==> config.mk <==
export PLATFORM = sky130hd
export DESIGN_NAME = sdft_inverse
export DESIGN_NICKNAME = d
export VERILOG_FILES = /design/src/rtl/sdft_inverse_pkg.sv /design/src/rtl/sdft_inverse_mac_re.sv /design/src/rtl/sdft_inverse.sv
export SDC_FILE = /design/constraint.sdc
export NUM_CORES = 2
export LEC_CHECK = 0
export BUFFER_PORTS_ARGS = -buffer_cell sky130_fd_sc_hd__buf_4
export CAP_MARGIN = 40
export CELL_PAD_IN_SITES_DETAIL_PLACEMENT = 0
export CELL_PAD_IN_SITES_GLOBAL_PLACEMENT = 2
export CORE_MARGIN = 3
export CORE_UTILIZATION = 40
export DETAILED_ROUTE_END_ITERATION = 6
export MAX_ROUTING_LAYER = met4
export PLACE_DENSITY = 0.91
export SYNTH_ARGS = -nofsm -noshare
export SYNTH_HDL_FRONTEND = slang
export SYNTH_SLANG_ARGS = --single-unit
==> constraint.sdc <==
create_clock -name clk_i -period 17.49 [get_ports clk_i]
set_input_delay 2.6235 -clock clk_i [delete_from_list [all_inputs] [get_ports clk_i]]
set_output_delay 2.6235 -clock clk_i [all_outputs]
set_load 0.05 [all_outputs]
==> src/rtl/sdft_inverse_pkg.sv <==
// Shared types and width helpers for the sliding-DFT inverse (reconstruction) stage.
package sdft_pkg;

    typedef enum logic {FULL, HALF} spectrum_e;
    typedef enum logic {IDLE, ACCUM} state_e;

    function automatic int last_bin(input int n, input spectrum_e mode);
        return (mode == FULL) ? n - 1 : n / 2 - 1;
    endfunction

    // Product carries one guard bit for the half-spectrum doubling.
    function automatic int prod_width(input int idw);
        return idw + 2;
    endfunction

    function automatic int acc_width(input int idw, input int aw);
        return idw + aw + 2;
    endfunction

    // One extra bit so the rounding constant can be added without overflow.
    function automatic int sum_width(input int idw, input int aw);
        return idw + aw + 3;
    endfunction

endpackage

==> src/rtl/sdft_inverse_mac_re.sv <==
// Registered real part of bin * twiddle, scaled back from Q1.(CW-1), with optional x2.
module sdft_mac_re #(
    parameter int IDW = 32,
    parameter int CW  = 16
) (
    input  logic                  clk_i,
    input  logic signed [IDW-1:0] re_i,
    input  logic signed [IDW-1:0] im_i,
    input  logic signed [CW-1:0]  w_re_i,
    input  logic signed [CW-1:0]  w_im_i,
    input  logic                  dbl_i,
    output logic signed [IDW+1:0] p_o
);

    localparam int MW = IDW + CW + 1;

    logic signed [MW-1:0]  mul_re;
    logic signed [MW-1:0]  mul_im;
    logic signed [MW-1:0]  diff;
    logic signed [IDW:0]   p_trunc;
    logic signed [IDW+1:0] p_d;

    always_comb begin
        mul_re  = MW'(re_i) * MW'(w_re_i);
        mul_im  = MW'(im_i) * MW'(w_im_i);
        diff    = mul_re - mul_im;
        p_trunc = (IDW+1)'(diff >>> (CW - 1));
        p_d     = dbl_i ? {p_trunc, 1'b0} : {p_trunc[IDW], p_trunc};
    end

    // ---- stage p1: product register ----
    always_ff @(posedge clk_i) begin
        p_o <= p_d;
    end

endmodule

==> src/rtl/sdft_inverse.sv <==
// Inverse sliding-DFT stage: per-bin twiddle MAC over a framed block, /N with round-half-up, saturate.
module sdft_inverse
    import sdft_pkg::*;
#(
    parameter int    N        = 4096,
    parameter int    DW       = 16,
    parameter int    CW       = 16,
    parameter int    IDW      = 32,
    parameter int    IMAG_EN  = 1,
    parameter int    IW       = IMAG_EN ? 2 * IDW : IDW,
    parameter string SPECTRUM = "full",
    parameter int    AW       = (SPECTRUM == "full") ? $clog2(N) : $clog2(N) - 1
) (
    input  logic                 clk_i,
    input  logic                 srst_ni,
    input  logic [IW-1:0]        data_i,
    input  logic                 valid_i,
    input  logic                 sob_i,
    input  logic                 eob_i,
    output logic [AW-1:0]        twiddle_idx_o,
    input  logic [2*CW-1:0]      twiddle_i,
    output logic signed [DW-1:0] data_o,
    output logic                 valid_o,
    output logic                 sat_alarm_o,
    output logic                 frame_err_o
);

    localparam spectrum_e MODE  = (SPECTRUM == "full") ? FULL : HALF;
    localparam int        LOGN  = $clog2(N);
    localparam int        PW    = prod_width(IDW);
    localparam int        ACC_W = acc_width(IDW, AW);
    localparam int        SUM_W = sum_width(IDW, AW);
    localparam logic [AW-1:0]           LAST_IDX = AW'(last_bin(N, MODE));
    localparam logic signed [SUM_W-1:0] RND      = SUM_W'(1) << (LOGN - 1);
    localparam logic signed [SUM_W-1:0] Y_MAX    = {{(SUM_W-DW+1){1'b0}}, {(DW-1){1'b1}}};
    localparam logic signed [SUM_W-1:0] Y_MIN    = {{(SUM_W-DW+1){1'b1}}, {(DW-1){1'b0}}};

    function automatic logic signed [SUM_W-1:0] round_half_up(input logic signed [SUM_W-1:0] x);
        return (x + RND) >>> LOGN;
    endfunction

    // Returns {clipped, value}.
    function automatic logic [DW:0] sat_sdft(input logic signed [SUM_W-1:0] y);
        if (y > Y_MAX) return {1'b1, Y_MAX[DW-1:0]};
        if (y < Y_MIN) return {1'b1, Y_MIN[DW-1:0]};
        return {1'b0, y[DW-1:0]};
    endfunction

    logic signed [IDW-1:0] in_re;
    logic signed [IDW-1:0] in_im;

    generate
        if (IMAG_EN != 0) begin : g_cplx
            assign in_re = data_i[IDW-1:0];
            assign in_im = data_i[2*IDW-1:IDW];
        end else begin : g_real
            assign in_re = data_i[IDW-1:0];
            assign in_im = '0;
        end
    endgenerate

    state_e        state_q;
    logic [AW-1:0] cnt_q;
    logic [AW-1:0] idx;
    logic          start, cont, overrun, accept, good_eob, err;

    // cnt_q holds the index of the last accepted beat of the open block.
    always_comb begin
        start    = valid_i && sob_i;
        cont     = valid_i && !sob_i && (state_q == ACCUM);
        overrun  = cont && (cnt_q == LAST_IDX);
        accept   = start || (cont && !overrun);
        idx      = start ? '0 : cnt_q + AW'(1);
        good_eob = accept && eob_i && (idx == LAST_IDX);
        err      = (start && (state_q == ACCUM)) || (accept && eob_i && (idx != LAST_IDX)) || overrun;
    end

    assign twiddle_idx_o = idx;

    always_ff @(posedge clk_i) begin
        if (!srst_ni) begin
            state_q     <= IDLE;
            cnt_q       <= '0;
            frame_err_o <= 1'b0;
        end else begin
            frame_err_o <= err;
            if (accept) cnt_q <= idx;
            if (overrun || (accept && eob_i)) state_q <= IDLE;
            else if (accept)                  state_q <= ACCUM;
        end
    end

    logic signed [IDW-1:0]   re_p0, im_p0;
    logic                    vld_p0, first_p0, last_p0, dbl_p0;
    logic signed [PW-1:0]    p_p1;
    logic                    vld_p1, first_p1, last_p1;
    logic signed [ACC_W-1:0] acc_q, acc_base, acc_next;
    logic signed [SUM_W-1:0] sum_p2;
    logic                    vld_p2;
    logic [DW:0]             sat_res;

    // ---- stage p0: align beat with the ROM read ----
    always_ff @(posedge clk_i) begin
        re_p0    <= in_re;
        im_p0    <= in_im;
        first_p0 <= start;
        last_p0  <= good_eob;
        dbl_p0   <= (MODE == HALF) && (idx != '0);
    end

    sdft_mac_re #(
        .IDW (IDW),
        .CW  (CW)
    ) u_mac (
        .clk_i  (clk_i),
        .re_i   (re_p0),
        .im_i   (im_p0),
        .w_re_i (twiddle_i[CW-1:0]),
        .w_im_i (twiddle_i[2*CW-1:CW]),
        .dbl_i  (dbl_p0),
        .p_o    (p_p1)
    );

    // ---- stage p1: flags follow the product register ----
    always_ff @(posedge clk_i) begin
        first_p1 <= first_p0;
        last_p1  <= last_p0;
    end

    // The first-beat flag bypasses acc_q, so a new block never disturbs the final sum in flight.
    always_comb begin
        acc_base = first_p1 ? '0 : acc_q;
        acc_next = acc_base + ACC_W'(p_p1);
        sat_res  = sat_sdft(sum_p2);
    end

    // ---- stage p2: block sum, divide by N ----
    always_ff @(posedge clk_i) begin
        if (vld_p1 && last_p1) sum_p2 <= round_half_up(SUM_W'(acc_base) + SUM_W'(p_p1));
    end

    always_ff @(posedge clk_i) begin
        if (!srst_ni) begin
            vld_p0      <= 1'b0;
            vld_p1      <= 1'b0;
            vld_p2      <= 1'b0;
            acc_q       <= '0;
            data_o      <= '0;
            valid_o     <= 1'b0;
            sat_alarm_o <= 1'b0;
        end else begin
            vld_p0 <= accept;
            vld_p1 <= vld_p0;
            vld_p2 <= vld_p1 && last_p1;
            if (vld_p1) acc_q <= acc_next;
            // ---- stage p3: saturated output ----
            valid_o     <= vld_p2;
            sat_alarm_o <= vld_p2 && sat_res[DW];
            if (vld_p2) data_o <= sat_res[DW-1:0];
        end
    end

endmodule
## Yosys cells after proc, flatten, opt, wreduce, memory -nomap -nowiden

Index checks and enable logic that the tools add are counted.

- Bits in registers: 217
- Input port bits: 101
- Word-level logic and storage cells: 58
- Output and inout port bits: 31

- Equal/unequal tests: 3
- $lt $le $gt $ge: 2
- Reductions and logical operators: 18
- Muxes and demuxes: 9
- $add $sub $neg: 5
- $mul: 2
- Bitwise logic cells: 1

Operators with widths:

| cell | count |
|---|---|
| $mul 32x16->48 | 2 |
| $mux 17 | 4 |
| $sub 48x48->48 | 1 |
| $add 46x33->47 | 1 |
| $add 47x13->47 const B | 1 |
| $add 46x33->46 | 1 |
| $mux 46 | 1 |
| $gt 35x16->1 const B | 1 |
| $lt 35x16->1 const B | 1 |
| $eq 12x12->1 const B | 2 |
| $add 12x1->12 const B | 1 |
| $mux 12 | 1 |
| $ne 12x12->1 const B | 1 |
| $logic_and 1x1->1 | 11 |
| $logic_or 1x1->1 | 4 |
| $mux 1 | 3 |
| $logic_not 1->1 | 2 |
| $reduce_or 2->1 | 1 |
| $not 1->1 | 1 |

## Longest topological paths before layout

- Depth after elaboration: 11
- Gate-level depth with buffers: 29
- Depth with buffers taken out: 28

## Modules after synthesis

Synthesis repeated with hierarchy kept, for this count alone.

- Cells, all modules: 5,226
- Area, all modules: 48,231.3 um2

By module, submodules not included:

| module | cells each | sequential area each (um2) | instances | area an instance (um2) |
|---|---|---|---|---|
| sdft_mac_re | 3,985 | 680.7 | 1 | 36,980.5 |
| sdft_inverse | 1,241 | 4,033.9 | 1 | 11,250.8 |

## Worst setup path before layout

Ideal clock, no wire load.

- Kind: input to register
- Start: input twiddle_i[16]
- End: register u_mac.p_o[31]
- Stages on the path: 25
- Arrival: 9.751 ns
- Data required time: 17.418 ns
- Path slack: 7.667 ns
- Buffers on the path: 1
- Path through: clkbuf_1 nand2_1 inv_1 fa_1 fa_1 inv_1 fa_1 fa_1 fa_1 fa_1 fa_1 inv_1 fa_1 inv_1 ha_1 a21o_1 a21o_1 a21o_1 a21o_1 a221o_1 nand3_1 nand2_1 or3_1 a21oi_2 xnor2_1

- Word-level cells in the longest chain between the ends: 2

Ends and longest elaborated chain:

| element | line | text |
|---|---|---|
| start: declaration | sdft_inverse.sv:21 | `input logic [2*CW-1:0] twiddle_i,` |
| $mul 32x16->48 | sdft_inverse_mac_re.sv:25 | `mul_im = MW'(im_i) * MW'(w_im_i);` |
| $sub 48x48->48 | sdft_inverse_mac_re.sv:26 | `diff = mul_re - mul_im;` |
| named net u_mac.diff[46] | sdft_inverse_mac_re.sv:19 | `logic signed [MW-1:0] diff;` |
| end signal: assignment | sdft_inverse_mac_re.sv:33 | `p_o <= p_d;` |
| end: declaration | sdft_inverse_mac_re.sv:12 | `output logic signed [IDW+1:0] p_o` |

The timed path passes the listed nets, and every way through them passes these cells.
A chain may end at the register's enable or synchronous reset.

## Worst setup path after layout

Same ends and word-level chain as after synthesis.

==> impl_metrics.json <==
{
  "drt_first_pass_iters": 5,
  "effective_utilization_at_floorplan_pct": 40.4,
  "placed_cell_area_sq_um": 48600,
  "grt_setup_unrepaired": "false",
  "synth_top_cells_by_count": "inv_1, fa_1, and2_1, nand2_1, ha_1",
  "vias_in_the_first_global_route": 33977,
  "cts.root.buffer_cell": "clkbuf_16",
  "grt.met1_usage_pct": 29.8,
  "grt_start_max_net_pins": 57,
  "slew_violations": 0,
  "final_hold_viol_count": 0,
  "worst_hold_startpoint": "last_p0",
  "vias": 31073,
  "synth.largest_area_cell": "fa_1",
  "drt-wirelength-per-cell_um": 18.4,
  "worst_setup_path_startpoint": "twiddle_i[16]",
  "die-area_sq_um": 120000,
  "fin_util_pct": 43.3,
  "syn_to_final_growth_pct": 7.21,
  "grt_overflow": 0,
  "worstPathRequired_ns": 18.03,
  "chipHeight_um": 346,
  "clk_pin_slew_ns": 0.06,
  "tns_setup_ns": 0,
  "grt_util_met3_pct": 4.17,
  "viasPerCell": 4.87,
  "worst_reg_to_reg_cells": 24,
  "number_of_clock_buffers_inserted_by_tritoncts": 30,
  "antenna_violating_nets_post_route": 0,
  "critical_path.startpoint_type": "primary input",
  "place.gp.congestion": 0.903,
  "num-nets-final": 6343,
  "clock_path_buffers": 3,
  "global_route.usage.met2_pct": 31.2,
  "minimum_clock_period_ns": 9.71,
  "io-pin-count": 132,
  "post_cts_buffers": 0,
  "data_arrival_critical_path_ns": 10.25,
  "synth_edf_count": 35,
  "core.rowCount": 124,
  "first_pass_grt_wire_length_um": 192000,
  "synthFlopType": "dfxtp_1",
  "yosys.cell_count.top_type": "inv_1",
  "fin_worst_skew_ns": 0.0138,
  "drive_above_1_share_pct": 4.79,
  "endpoints_failing_setup": 0,
  "run_status": "finished, final reports clean",
  "synth_sequential_area_ratio_pct": 10.2,
  "grt_most_used_layer": "met2",
  "gr-usage-all-layers_pct": 20.8,
  "post-route-period-util_pct": 55.5,
  "grt_antenna_before_repair": 6,
  "async_flop_share_pct": 0,
  "dp_hpwl_um": 97800,
  "min_path_cells": 0,
  "syn_avg_cell_area_sq_um": 9.53,
  "fmax_mhz": 103,
  "synthTopCellsByArea": "fa_1, inv_1, ha_1",
  "cts_resized": 0,
  "core_area_sq_um": 115000,
  "post_synth_instance_area_sq_um": 46300,
  "timing.max_cap.violations": 0,
  "synth_cell_type_count": 74,
  "routed_wirelength_um": 117000,
  "drc": 0,
  "tritoncts": "built",
  "drt_iter0_drc": 1679,
  "critical_path_peak_fanout": 32,
  "criticalPathCategory": "primary input to flop",
  "worst_skew_pair.late_latency_ns": 0.61,
  "hold_path_class": "flop to flop",
  "yosys_warnings": 0,
  "final_design_area_no_fill_sq_um": 49600,
  "synthesis.nets": 6348,
  "ys_ff_latch": 217,
  "synth.top_cell.area_share_pct": 47.6,
  "synth_cells": 4851,
  "slew_headroom_pct": 39.6,
  "clock-sinks": 217,
  "cts-htree-levels": 1,
  "place.port_buffers": 131,
  "startpoint_of_the_worst_slack_reg_to_reg_timing_path": "im_p0[31]",
  "end_kind": "flop",
  "count_of_hold_buffers_inserted_by_post_cts_repair": 0,
  "die_w_um": 346,
  "tightestPinTransition_ns": 0.904
}
stage by stage:
stage,instances,worst slack [ns],hold WS (ns)
detailed placement,6326,7.13,0.317
global route,6386,7.38,0.354
finish,6386,7.78,0.340
global placement,6323,7.19,0.312
CTS,6381,7.79,0.341
floorplan,4851,7.67,0.310
logic make-up (layout without fill, tap and decap cells):
kind of cell / Yosys count / in the layout / share of synthesized area [%]
other: 0 / 5 / 0
XOR/XNOR: 135 / 135 / 2.56
multiplexers: 33 / 33 / 0.714
AND/OR/NAND/NOR: 1433 / 1433 / 15.8
adder cells (fa/ha/maj): 1396 / 1396 / 55.6
AO/OA/AOI/OAI: 286 / 286 / 4.21
buffers and inverters: 1351 / 1369 / 11.0
flip-flops: 217 / 217 / 10.2
final cells by class:
type | instances | area (sq um)
clock buffer | 39 | 846
timing repair buffer | 152 | 1160
multi-input combinational | 3283 | 36500
inverter | 1162 | 4360
tap | 1512 | 1890
clock inverter | 16 | 139
sequential | 217 | 4700
antenna | 5 | 12.5
fill | 11173 | 64900
worst max-delay path, stage by stage:
cell	delay (ns)
buf_4	0.34
nand2_1	0.21
inv_1	0.65
fa_1	0.56
fa_1	0.51
inv_1	0.05
fa_1	0.46
fa_1	0.49
fa_1	0.56
fa_1	0.43
fa_1	0.50
inv_1	0.05
fa_1	0.50
inv_1	0.05
ha_1	0.34
a21o_1	0.21
a21o_1	0.17
a21o_1	0.18
a21o_1	0.18
a221o_1	0.35
nand3_1	0.09
nand2_1	0.07
or3_1	0.36
a21oi_2	0.16
xnor2_1	0.12
registers in the layout (all words and copies together) (netlist names):
name and flops:
frame_err_o 1, last_p0 1, first_p0 1, state_q 1, last_p1 1, valid_o 1
vld_p2 1, sat_alarm_o 1, data_o 16, re_p0 32, sum_p2 35, first_p1 1
acc_q 46, cnt_q 12, im_p0 32, u_mac.p_o 33, vld_p1 1, vld_p0 1
routing by layer:
layer  part of all wire [%]  wire, um
met1                     48     56100
met2                     44     51200
met3                    7.1      8300
met4                    1.4      1590
met5                      0         0
layout by cell type (no fill, tap or decap), drive strengths merged, types with 17 or more instances in the layout:
master | Yosys | routed
nand4 | 17 | 17
nor2 | 153 | 153
a211oi | 20 | 20
xnor2 | 87 | 87
a21oi | 74 | 74
mux2i | 33 | 33
nor2b | 88 | 88
buf | 6 | 152
nand3 | 23 | 23
o21ai | 58 | 58
dfxtp | 182 | 182
and2 | 523 | 523
fa | 1100 | 1100
and3 | 17 | 17
a21o | 28 | 28
nand2b | 27 | 27
ha | 296 | 296
xor2 | 48 | 48
inv | 1161 | 1167
edfxtp | 35 | 35
nor3 | 31 | 31
nand2 | 514 | 514
clkbuf | 183 | 39
a31oi | 24 | 24
final timing paths:
path / end / slack, ns
setup / recovery: u_mac.p_o[31] / 7.78
hold / removal: last_p1 / 0.34
setup reg to reg: u_mac.p_o[31] / 9.30
hold reg to reg: last_p1 / 0.34
Power is not shown: default switching activity piles up to over one toggle a cycle in this logic, so the estimate is an artifact.
